<file path="config.mk">
export PLATFORM = sky130hd
export DESIGN_NAME = conv_mac_unit
export DESIGN_NICKNAME = d
export VERILOG_FILES = /design/src/rtl/conv_mac_unit.sv
export SDC_FILE = /design/constraint.sdc
export NUM_CORES = 1
export LEC_CHECK = 0
export CAP_MARGIN = 15
export CORE_MARGIN = 2
export CORE_UTILIZATION = 50
export DETAILED_ROUTE_END_ITERATION = 12
export HOLD_SLACK_MARGIN = 0.02
export MAX_ROUTING_LAYER = met4
export PLACE_DENSITY = 0.83
export SYNTH_ARGS = -nofsm -noshare
export SYNTH_HDL_FRONTEND = slang
export SYNTH_SLANG_ARGS = --single-unit
</file>
<file path="constraint.sdc">
create_clock -name clk -period 33.6 [get_ports clk]
set_input_delay 3.36 -clock clk [delete_from_list [all_inputs] [get_ports clk]]
set_output_delay 3.36 -clock clk [all_outputs]
set_load 0.02 [all_outputs]
</file>
<file path="src/rtl/conv_mac_unit.sv">
// rtl/conv_mac_unit.sv - sequential 8x8 multiply-accumulate over a KSIZE x KSIZE sub-window
module conv_mac_unit #(
    parameter int KSIZE = 5,
    parameter int ACC_W = 24
) (
    input  logic             clk,
    input  logic             reset,
    input  logic             start,
    input  logic [1:0]       mode,
    input  logic [199:0]     matrix_A,
    input  logic [199:0]     matrix_B,
    output logic [ACC_W-1:0] matrix_ula,
    output logic             we_out,
    output logic             busy
);

    typedef enum logic [1:0] {
        S_IDLE = 2'd0,
        S_MAC  = 2'd1,
        S_POST = 2'd2,
        S_DONE = 2'd3
    } state_t;

    localparam logic [2:0] LAST = 3'(KSIZE - 1);

    state_t           state_q, state_d;
    logic [199:0]     a_q, a_d;
    logic [199:0]     b_q, b_d;
    logic [1:0]       mode_q, mode_d;
    logic [ACC_W-1:0] acc_q, acc_d;
    logic [2:0]       row_q, row_d;
    logic [2:0]       col_q, col_d;
    logic [ACC_W-1:0] ula_q, ula_d;
    logic             we_q, we_d;

    logic [4:0]        elem_idx;
    logic [7:0]        bit_base;
    logic [7:0]        a_elem;
    logic [7:0]        b_elem;
    logic signed [16:0] a_ext;
    logic signed [16:0] b_ext;
    logic signed [16:0] prod;
    logic [ACC_W-1:0]  prod_ext;
    logic [ACC_W-1:0]  post_val;

    // Pick the current window element and form its sign-extended 9x8 signed product
    always_comb begin
        elem_idx = 5'(row_q) * 5'd5 + 5'(col_q);
        bit_base = {elem_idx, 3'b000};
        a_elem   = a_q[bit_base +: 8];
        b_elem   = b_q[bit_base +: 8];
        a_ext    = {9'b0, a_elem};
        b_ext    = {{9{b_elem[7]}}, b_elem};
        prod     = a_ext * b_ext;
        prod_ext = {{(ACC_W-17){prod[16]}}, prod};
    end

    // Post-processing of the finished sum according to the mode captured at start
    always_comb begin
        post_val = acc_q;
        case (mode_q)
            2'd1: begin
                if (acc_q[ACC_W-1]) begin
                    post_val = '0;
                end else if (acc_q > ACC_W'(255)) begin
                    post_val = ACC_W'(255);
                end
            end
            2'd2: begin
                if (acc_q[ACC_W-1]) begin
                    post_val = '0 - acc_q;
                end
            end
            default: post_val = acc_q;
        endcase
    end

    // Next-state and datapath updates for the IDLE -> MAC -> POST -> DONE sequence
    always_comb begin
        state_d = state_q;
        a_d     = a_q;
        b_d     = b_q;
        mode_d  = mode_q;
        acc_d   = acc_q;
        row_d   = row_q;
        col_d   = col_q;
        ula_d   = ula_q;
        we_d    = 1'b0;
        case (state_q)
            S_IDLE: begin
                if (start) begin
                    a_d     = matrix_A;
                    b_d     = matrix_B;
                    mode_d  = mode;
                    acc_d   = '0;
                    row_d   = '0;
                    col_d   = '0;
                    state_d = S_MAC;
                end
            end
            S_MAC: begin
                acc_d = acc_q + prod_ext;
                if (col_q == LAST) begin
                    col_d = '0;
                    row_d = row_q + 3'd1;
                    if (row_q == LAST) begin
                        state_d = S_POST;
                    end
                end else begin
                    col_d = col_q + 3'd1;
                end
            end
            S_POST: begin
                ula_d   = post_val;
                we_d    = 1'b1;
                state_d = S_DONE;
            end
            S_DONE: begin
                state_d = S_IDLE;
            end
            default: state_d = S_IDLE;
        endcase
    end

    // State and datapath registers; reset abandons any convolution in flight
    always_ff @(posedge clk or posedge reset) begin
        if (reset) begin
            state_q <= S_IDLE;
            a_q     <= '0;
            b_q     <= '0;
            mode_q  <= '0;
            acc_q   <= '0;
            row_q   <= '0;
            col_q   <= '0;
            ula_q   <= '0;
            we_q    <= 1'b0;
        end else begin
            state_q <= state_d;
            a_q     <= a_d;
            b_q     <= b_d;
            mode_q  <= mode_d;
            acc_q   <= acc_d;
            row_q   <= row_d;
            col_q   <= col_d;
            ula_q   <= ula_d;
            we_q    <= we_d;
        end
    end

    assign matrix_ula = ula_q;
    assign we_out     = we_q;
    assign busy       = (state_q == S_MAC) || (state_q == S_POST);

endmodule

</file>
==> results of run 1 <==
-- through the flow --
| stage | hold WS [ns] | area, um2 | instances | setup WS, ns | utilization, % |
|---|---|---|---|---|---|
| finish | 0.486 | 30900 | 2945 | 23.11 | 64.6 |
| global route | 0.501 | 30900 | 2944 | 22.58 | 64.6 |
| CTS | 0.490 | 30800 | 2902 | 23.16 | 64.4 |
| detailed placement | 0.477 | 29200 | 2815 | 23.24 | 61.0 |
| global placement | 0.460 | 29200 | 2815 | 23.37 | 61.0 |
| floorplan | 0.474 | 24300 | 1854 | 17.44 | - |
-- routing by layer --
metal / share of wire [%] / GRT usage [%]
met1: 40 / 33.2
met5: 0 / -
met2: 50 / 45.0
met4: 3.6 / 11.3
met3: 6.7 / 6.92
-- state kept, by name, indices dropped and copies added (netlist names) --
signal / count
a_q: 200
acc_q: 24
b_q: 200
col_q: 3
matrix_ula: 24
mode_q: 2
row_q: 3
state_q: 2
we_out: 1
-- Yosys cell counts, types with 12 or more instances --
cell	instances
or2_2	17
nor2_1	103
inv_1	85
xnor2_1	22
clkbuf_1	73
a21oi_1	49
a22oi_1	12
a21o_1	17
ha_1	84
a221oi_1	13
o21ai_0	78
dfrtp_1	459
mux2_2	403
fa_1	39
xor2_1	13
mux4_2	94
mux2i_1	51
nand2_1	73
-- worst paths after layout --
| path | startpoint | to | slack, ns | cells after the start |
|---|---|---|---|---|
| setup / recovery | row_q[0]$_DFFE_PP0P_ | acc_q[23]$_DFFE_PP0P_ | 23.11 | 32 |
| hold / removal | matrix_ula[16]$_DFFE_PP0P_ | matrix_ula[16]$_DFFE_PP0P_ | 0.49 | 1 |
| setup reg to reg | row_q[0]$_DFFE_PP0P_ | acc_q[23]$_DFFE_PP0P_ | 23.11 | 32 |
| hold reg to reg | matrix_ula[16]$_DFFE_PP0P_ | matrix_ula[16]$_DFFE_PP0P_ | 0.49 | 1 |
| max in group asynchronous | reset | b_q[165]$_DFFE_PP0P_ | 28.63 | 3 |
| min in group asynchronous | reset | b_q[70]$_DFFE_PP0P_ | 3.37 | 2 |
-- kinds of logic after synthesis --
family,after synthesis
XOR/XNOR,35
multiplexers,548
buffers and inverters,183
adder cells (fa/ha/maj),123
flip-flops,459
AND/OR/NAND/NOR,258
AO/OA/AOI/OAI,248
-- layout make-up --
cell class	instances	area, um2	area share [%]
Multi-Input combinational cell	1212	12100	39.2
Clock inverter	12	191	0.619
Tap cell	615	769	2.49
Clock buffer	75	1460	4.73
Timing Repair Buffer	444	4450	14.4
Antenna cell	43	108	0.348
Sequential cell	459	11500	37.1
Inverter	85	327	1.06
-- worst max-delay path, delay by kind of cell, from the launching register on --
kind	cells	cell delay, ns
AOI/OAI and AO/OA	12	2.81
and+or+nand+nor	5	1.48
adders and majority gates	9	4.02
DFF	1	0.45
xor gates and xnor gates	2	0.78
buffers and inverters	4	0.77
==> summary.md, run 1 <==
| Metric | Value |
|---|---|
| Initial Utilization | `50.7%` |
| # DRC | `0` |
| Share of cells above drive strength 1 | `27.1%` |
| Crit-path max cell delay | `0.74 ns` |
| Synth area leader | `dfrtp_1` |
| Library cells used by synthesis | `58` |
| Clock Path Buffers | `3` |
| Sequential share of the synthesized area | `47.3%` |
| Post-synthesis xor/xnor area fraction | `1.26%` |
| DP HPWL | `49800 um` |
| Initial DRC Count | `1081` |
| Setup TNS after final layout | `0 ns` |
| Post-synthesis instance total | `1854` |
| Mapped Area | `24300 um2` |
| IO buf count | `430` |
| Post-CTS setup buffer count | `0` |
| Tcrit/Tclk final | `31.2%` |
| HP Class | `reg -> reg` |
| Pin count of the biggest net entering global routing | `191` |
| Setup violators final | `0` |
| Worst Skew | `0.0287 ns` |
| First-pass GRT wire length | `103000 um` |
| WP data required | `34.10 ns` |
| Worst-Skew Late Latency | `0.61 ns` |
| Largest family of logic cells by synthesized area | `multiplexers` |
| Final hold violations | `0` |
| Post-CTS Resized | `0` |
| WL final | `67100 um` |
| Status | `finished, final reports clean` |
| Num rows | `80` |
| Post-synthesis mux area share | `29.5%` |
| Slowest-stage cell, CP | `a221oi_1` |
| Ys async rst share | `100%` |
| Post-synthesis compound-gate area fraction | `6.47%` |
| Number of synthesized flops with an enable pin | `0` |
| Worst-path fanout max | `44` |
| Commonest cells after routing, fill and taps aside | `459 x dfrtp_1, 430 x clkdlybuf4s50_1, 403 x mux2_2, 103 x nor2_1, 94 x mux4_2` |
| Ys flop type | `dfrtp_1` |
| Syn_nets | `2382` |
| Number of max-cap violations | `0` |
| RSZ-0062 raised after global routing | `no` |
| Top-level port count | `431` |
| Chip height | `224 um` |
| Mean post-synth cell area | `13.1 um2` |
| WL/cell | `22.8 um` |
| Worst Max-Slew Pin Slew | `1.17 ns` |
| Core area | `47800 um2` |
| Final slew viol count | `0` |
| CTS Buf Count | `48` |
| FF+latch count, synth | `459` |
| Commonest non-fill, non-tap cell in the layout | `dfrtp_1` |
| Yosys warnings | `0` |
| CTS Sinks | `459` |
| CTS tree | `done` |
| Crit path launch type | `flop` |
| Slew margin rel. | `22.0%` |
| Max Freq | `95.3 MHz` |
| Layout fillers | `3509` |
| Post-DRT Antenna Nets | `0` |
| Vias/cell | `5.70` |
| Placer Congestion | `0.891` |
| Initial antenna violation count | `40` |
| Simple-Gate Fraction of Synth Area | `4.92%` |
| Share of the synthesized area in the top cell type | `47.3%` |
| Die ar. | `50300 um2` |
| Vias in the first global route | `18.0k` |
| Synthesis-to-finish area growth | `27.4%` |
| CTS clk-pin slew, worst paths | `0.06 ns` |
| GRT Util Overall | `27.7%` |
| Htree depth | `2` |
| Die X | `224 um` |
| Critical Path AT | `11.00 ns` |
| # nets final | `2778` |
| Vias | `16.8k` |
| Synth top area cells | `dfrtp_1 47%, mux2_2 19%, mux4_2 8.7%` |
| DR pass1 iterations | `7` |
| Clock Root Buffer | `clkbuf_16` |
| CTS Hold Bufs | `0` |
| Critical path type | `reg -> reg` |
| Endpoint class of the critical path | `flop` |
| Global route total overflow | `0` |
| Area share of fa/ha/maj cells after synthesis | `7.55%` |
| Minimum clock period | `10.49 ns` |
Power of run 1 is left out: the tool's default activity adds up to more than one toggle a clock period on the data nets, which glitch-free logic cannot reach.
==> run 2, diff against run 1 <==
- CORE_UTILIZATION: 50 -> 48
- PLACE_DENSITY: 0.83 -> 0.84
- clock period: 33.6 -> 8.54 ns (I/O delays scaled with it)
==> summary.md, run 2 (synthesized netlist as in run 1, its figures left out) <==
| Metric | Value |
|---|---|
| Max Freq | `121 MHz` |
| Final slew viol count | `0` |
| Core area | `50100 um2` |
| CTS Sinks | `459` |
| Htree depth | `2` |
| Chip height | `229 um` |
| Tcrit/Tclk final | `96.9%` |
| Critical path type | `reg -> reg` |
| Slowest-stage cell, CP | `fa_2` |
| # DRC | `0` |
| HP Class | `reg -> reg` |
| Commonest non-fill, non-tap cell in the layout | `dfrtp_1` |
| Num rows | `82` |
| Synthesis-to-finish area growth | `33.0%` |
| GRT Util Overall | `27.3%` |
| Worst-path fanout max | `7` |
| Top-level port count | `431` |
| WL final | `69800 um` |
| CTS tree | `done` |
| Post-DRT Antenna Nets | `0` |
| Clock Path Buffers | `3` |
| Initial antenna violation count | `23` |
| CTS Hold Bufs | `0` |
| Vias/cell | `5.59` |
| Crit-path max cell delay | `0.62 ns` |
| Worst Skew | `0.0306 ns` |
| Share of cells above drive strength 1 | `32.6%` |
| Worst Max-Slew Pin Slew | `1.11 ns` |
| Die ar. | `52400 um2` |
| Number of max-cap violations | `0` |
| Vias | `17.2k` |
| Clock Root Buffer | `clkbuf_16` |
| # nets final | `2868` |
| Regs by FF count | `a_q: 200 flops, b_q: 200 flops` |
| Status | `finished, final reports clean` |
| Slew margin rel. | `26.2%` |
| Critical Path AT | `8.79 ns` |
| WL/cell | `22.7 um` |
| DR pass1 iterations | `6` |
| Pin count of the biggest net entering global routing | `180` |
| Initial DRC Count | `1359` |
| CTS Buf Count | `49` |
| DP HPWL | `51300 um` |
| Final hold violations | `0` |
| Vias in the first global route | `18.5k` |
| Initial Utilization | `48.5%` |
| Die X | `229 um` |
| Global route total overflow | `0` |
| Crit path launch type | `flop` |
| Minimum clock period | `8.28 ns` |
| WP data required | `9.05 ns` |
| Placer Congestion | `0.901` |
| IO buf count | `430` |
| Worst-Skew Late Latency | `0.62 ns` |
| CTS clk-pin slew, worst paths | `0.06 ns` |
| Setup TNS after final layout | `0 ns` |
| Commonest cells after routing, fill and taps aside | `459 x dfrtp_1, 430 x clkdlybuf4s50_1, 402 x mux2_2, 100 x nor2_1, 94 x mux4_2` |
| Endpoint class of the critical path | `flop` |
| Setup violators final | `0` |
| First-pass GRT wire length | `108000 um` |
run 2: worst paths after layout:
path                                              end  slack (ns)                       start  depth (start not counted)
max reg2reg                     acc_q[23]$_DFFE_PP0P_        0.26        row_q[0]$_DFFE_PP0P_                         33
min in group asynchronous         b_q[64]$_DFFE_PP0P_        0.82                       reset                          3
min reg2reg                matrix_ula[16]$_DFFE_PP0P_        0.48  matrix_ula[16]$_DFFE_PP0P_                          1
max                             acc_q[23]$_DFFE_PP0P_        0.26        row_q[0]$_DFFE_PP0P_                         33
min                        matrix_ula[16]$_DFFE_PP0P_        0.48  matrix_ula[16]$_DFFE_PP0P_                          1
max in group asynchronous          a_q[2]$_DFFE_PP0P_        6.13                       reset                          4
run 2: layout make-up:
class,count,area (um2)
multi-input cells,1212,12600
fillers,3682,17800
flip-flops and latches,459,11500
inverters,85,323
repair buffers,533,5270
clock inverters,18,256
well taps,672,841
diodes,23,57.6
clock buffers,71,1430
run 2: what timing repair did:
action,CTS,global route
pin swaps,1,36
setup endpoints to repair,1,10
cloned,1,2
buffers inserted,6,23
resized for setup,7,93
run 2: per-stage QoR:
| stage | instances | setup slack (ns) | area [um2] | hold slack [ns] | util, % |
|---|---|---|---|---|---|
| after floorplan | 1854 | 0.00960 | 24300 | 0.474 | - |
| after global placement | 2929 | 0.0938 | 29700 | 0.460 | 59.4 |
| after detailed placement | 2929 | -0.0526 | 29700 | 0.471 | 59.4 |
| after CTS | 3025 | 0.0527 | 31500 | 0.489 | 63.0 |
| after global routing | 3073 | -0.124 | 32300 | 0.498 | 64.4 |
| final | 3073 | 0.262 | 32300 | 0.482 | 64.4 |
run 2: metal layers:
metal  global-route usage, %  part of all wire [%]
met2                    45.2                    50
met5                       -                     0
met1                    32.3                    40
met4                    10.1                   3.8
met3                    6.70                   6.5
run 2: critical path, delay by kind of cell (launching register included):
family / cells / cell delay [ns]
xor gates and xnor gates: 2 / 0.45
DFF: 1 / 0.41
AOI/OAI and AO/OA: 8 / 1.22
and+or+nand+nor: 4 / 0.73
buffers and inverters: 7 / 0.84
adders and majority gates: 9 / 3.57
muxes: 3 / 0.99
Power of run 2 is left out for the same reason.
==> run 3, diff against run 2 <==
- GPL_TIMING_DRIVEN: unset -> 0
==> summary.md, run 3 (synthesized netlist as in run 1, its figures left out) <==
| Metric | Value |
|---|---|
| Crit path launch type | `flop` |
| Worst Skew | `0.0238 ns` |
| Regs by FF count | `a_q: 200 flops, b_q: 200 flops` |
| Reg2Reg Launch Point | `row_q[0]$_DFFE_PP0P_` |
| DR pass1 iterations | `7` |
| Core area | `50100 um2` |
| CTS Hold Bufs | `0` |
| CTS Sinks | `459` |
| DP HPWL | `59000 um` |
| CTS Buf Count | `48` |
| Slew margin rel. | `22.2%` |
| Setup ws final | `0.0449 ns` |
| Die ar. | `52400 um2` |
| # nets final | `2944` |
| Synthesis-to-finish area growth | `36.1%` |
| Final slew viol count | `0` |
| Post-DRT Antenna Nets | `0` |
| Worst Max-Slew Pin Slew | `1.17 ns` |
| HP Class | `reg -> reg` |
| Die X | `229 um` |
| Initial Utilization | `48.5%` |
| Layout fillers | `3511` |
| Setup violators final | `0` |
| CTS tree | `done` |
| Reg2Reg Depth | `34` |
| First-pass GRT wire length | `118000 um` |
| Placer Congestion | `0.915` |
| Layout Utilization | `66.0%` |
| Max Freq | `118 MHz` |
| Critical Path Start | `row_q[0]$_DFFE_PP0P_` |
| Commonest non-fill, non-tap cell in the layout | `dfrtp_1` |
| Chip height | `229 um` |
| IO buf count | `430` |
| Endpoint class of the critical path | `flop` |
| GRT Util Overall | `30.9%` |
| Worst r2r dst | `acc_q[23]$_DFFE_PP0P_` |
| Vias/cell | `5.89` |
| Number of max-cap violations | `0` |
| Top-level port count | `431` |
| Clock Path Buffers | `3` |
| # DRC | `0` |
| Initial antenna violation count | `40` |
| Final hold violations | `0` |
| Minimum clock period | `8.50 ns` |
| Status | `finished, final reports clean` |
| Num rows | `82` |
| Worst-Skew Late Latency | `0.60 ns` |
| Share of cells above drive strength 1 | `32.8%` |
| Critical path type | `reg -> reg` |
| Slowest-stage cell, CP | `fa_2` |
| Global route total overflow | `0` |
| Critical Path AT | `9.00 ns` |
| Setup WS pre-CTS | `-1.92 ns` |
| Crit-path max cell delay | `0.58 ns` |
| Pin count of the biggest net entering global routing | `43` |
| Hold EP | `matrix_ula[13]$_DFFE_PP0P_` |
| Clock Root Buffer | `clkbuf_16` |
| Worst reg-to-reg setup slack | `0.04 ns` |
| WP data required | `9.04 ns` |
| WL final | `81400 um` |
| HP Start | `matrix_ula[13]$_DFFE_PP0P_` |
| Vias in the first global route | `19.6k` |
| Area taken by multi-input logic gates | `12900 um2` |
| Sequential cell area | `11500 um2` |
| WL/cell | `25.7 um` |
| Worst-path fanout max | `7` |
| Hold path cells | `1` |
| Initial DRC Count | `1336` |
| Vias | `18.7k` |
| Htree depth | `2` |
| Tcrit/Tclk final | `99.5%` |
| CTS clk-pin slew, worst paths | `0.06 ns` |
| Commonest cells after routing, fill and taps aside | `456 x dfrtp_1, 430 x clkdlybuf4s50_1, 402 x mux2_2, 97 x nor2_1, 94 x mux4_2` |
[run 3: changes by cell type in the layout (fill, tap and decap cells not counted), sizes merged]
cell	delta
buf	+8
bufbuf	-1
bufinv	-2
clkbuf	+70
diode	+21
inv	-2
[run 3: repair_timing]
item,in CTS,in global routing
setup buffers,32,37
setup endpoints to repair,16,9
gates resized for setup,137,114
pin swaps,33,54
cloned,1,2
[run 3: worst max-delay path by stage]
stage	to	slack (ns)
2_1_floorplan	acc_q[23]$_DFFE_PP0P_	0.01
3_3_place_gp	acc_q[23]$_DFFE_PP0P_	-1.81
3_5_place_dp	acc_q[23]$_DFFE_PP0P_	-1.92
4_1_cts	acc_q[23]$_DFFE_PP0P_	0.009
5_1_grt	acc_q[23]$_DFFE_PP0P_	-0.16
6_report	acc_q[23]$_DFFE_PP0P_	0.04
[run 3: stage by stage]
stage	instance area, um2	instances	hold slack (ns)	TNS, ns
detailed placement	29700	2969	0.474	-17.77
global placement	29400	2956	0.460	-527.41
CTS	32000	3085	0.487	0
finish	33000	3167	0.481	0
global route	33000	3165	0.508	-0.472
floorplan	24300	1854	0.474	0
[run 3: area by class of cell]
cell class | count | area share [%]
inverter | 85 | 0.978
multi-input combinational | 1212 | 39.1
timing repair buffer | 514 | 15.7
buffer | 96 | 1.88
antenna | 44 | 0.333
tap | 672 | 2.55
clock buffer | 71 | 4.21
sequential | 459 | 34.8
clock inverter | 14 | 0.500
[run 3: metal layers]
metal / global-route usage, % / wire (um)
met1: 35.8 / 29900
met2: 50.1 / 40400
met3: 7.37 / 6290
met4: 16.0 / 4810
met5: - / 0
[run 3: critical path: cells and delay by family, from the launching register on]
kind | cells | cell delay (ns)
xor gates and xnor gates | 2 | 0.30
AOI/OAI and AO/OA | 11 | 2.41
adders and majority gates | 9 | 3.57
buffers and inverters | 7 | 0.82
DFF | 1 | 0.45
and+or+nand+nor | 5 | 0.85
Power of run 3 is left out for the same reason.
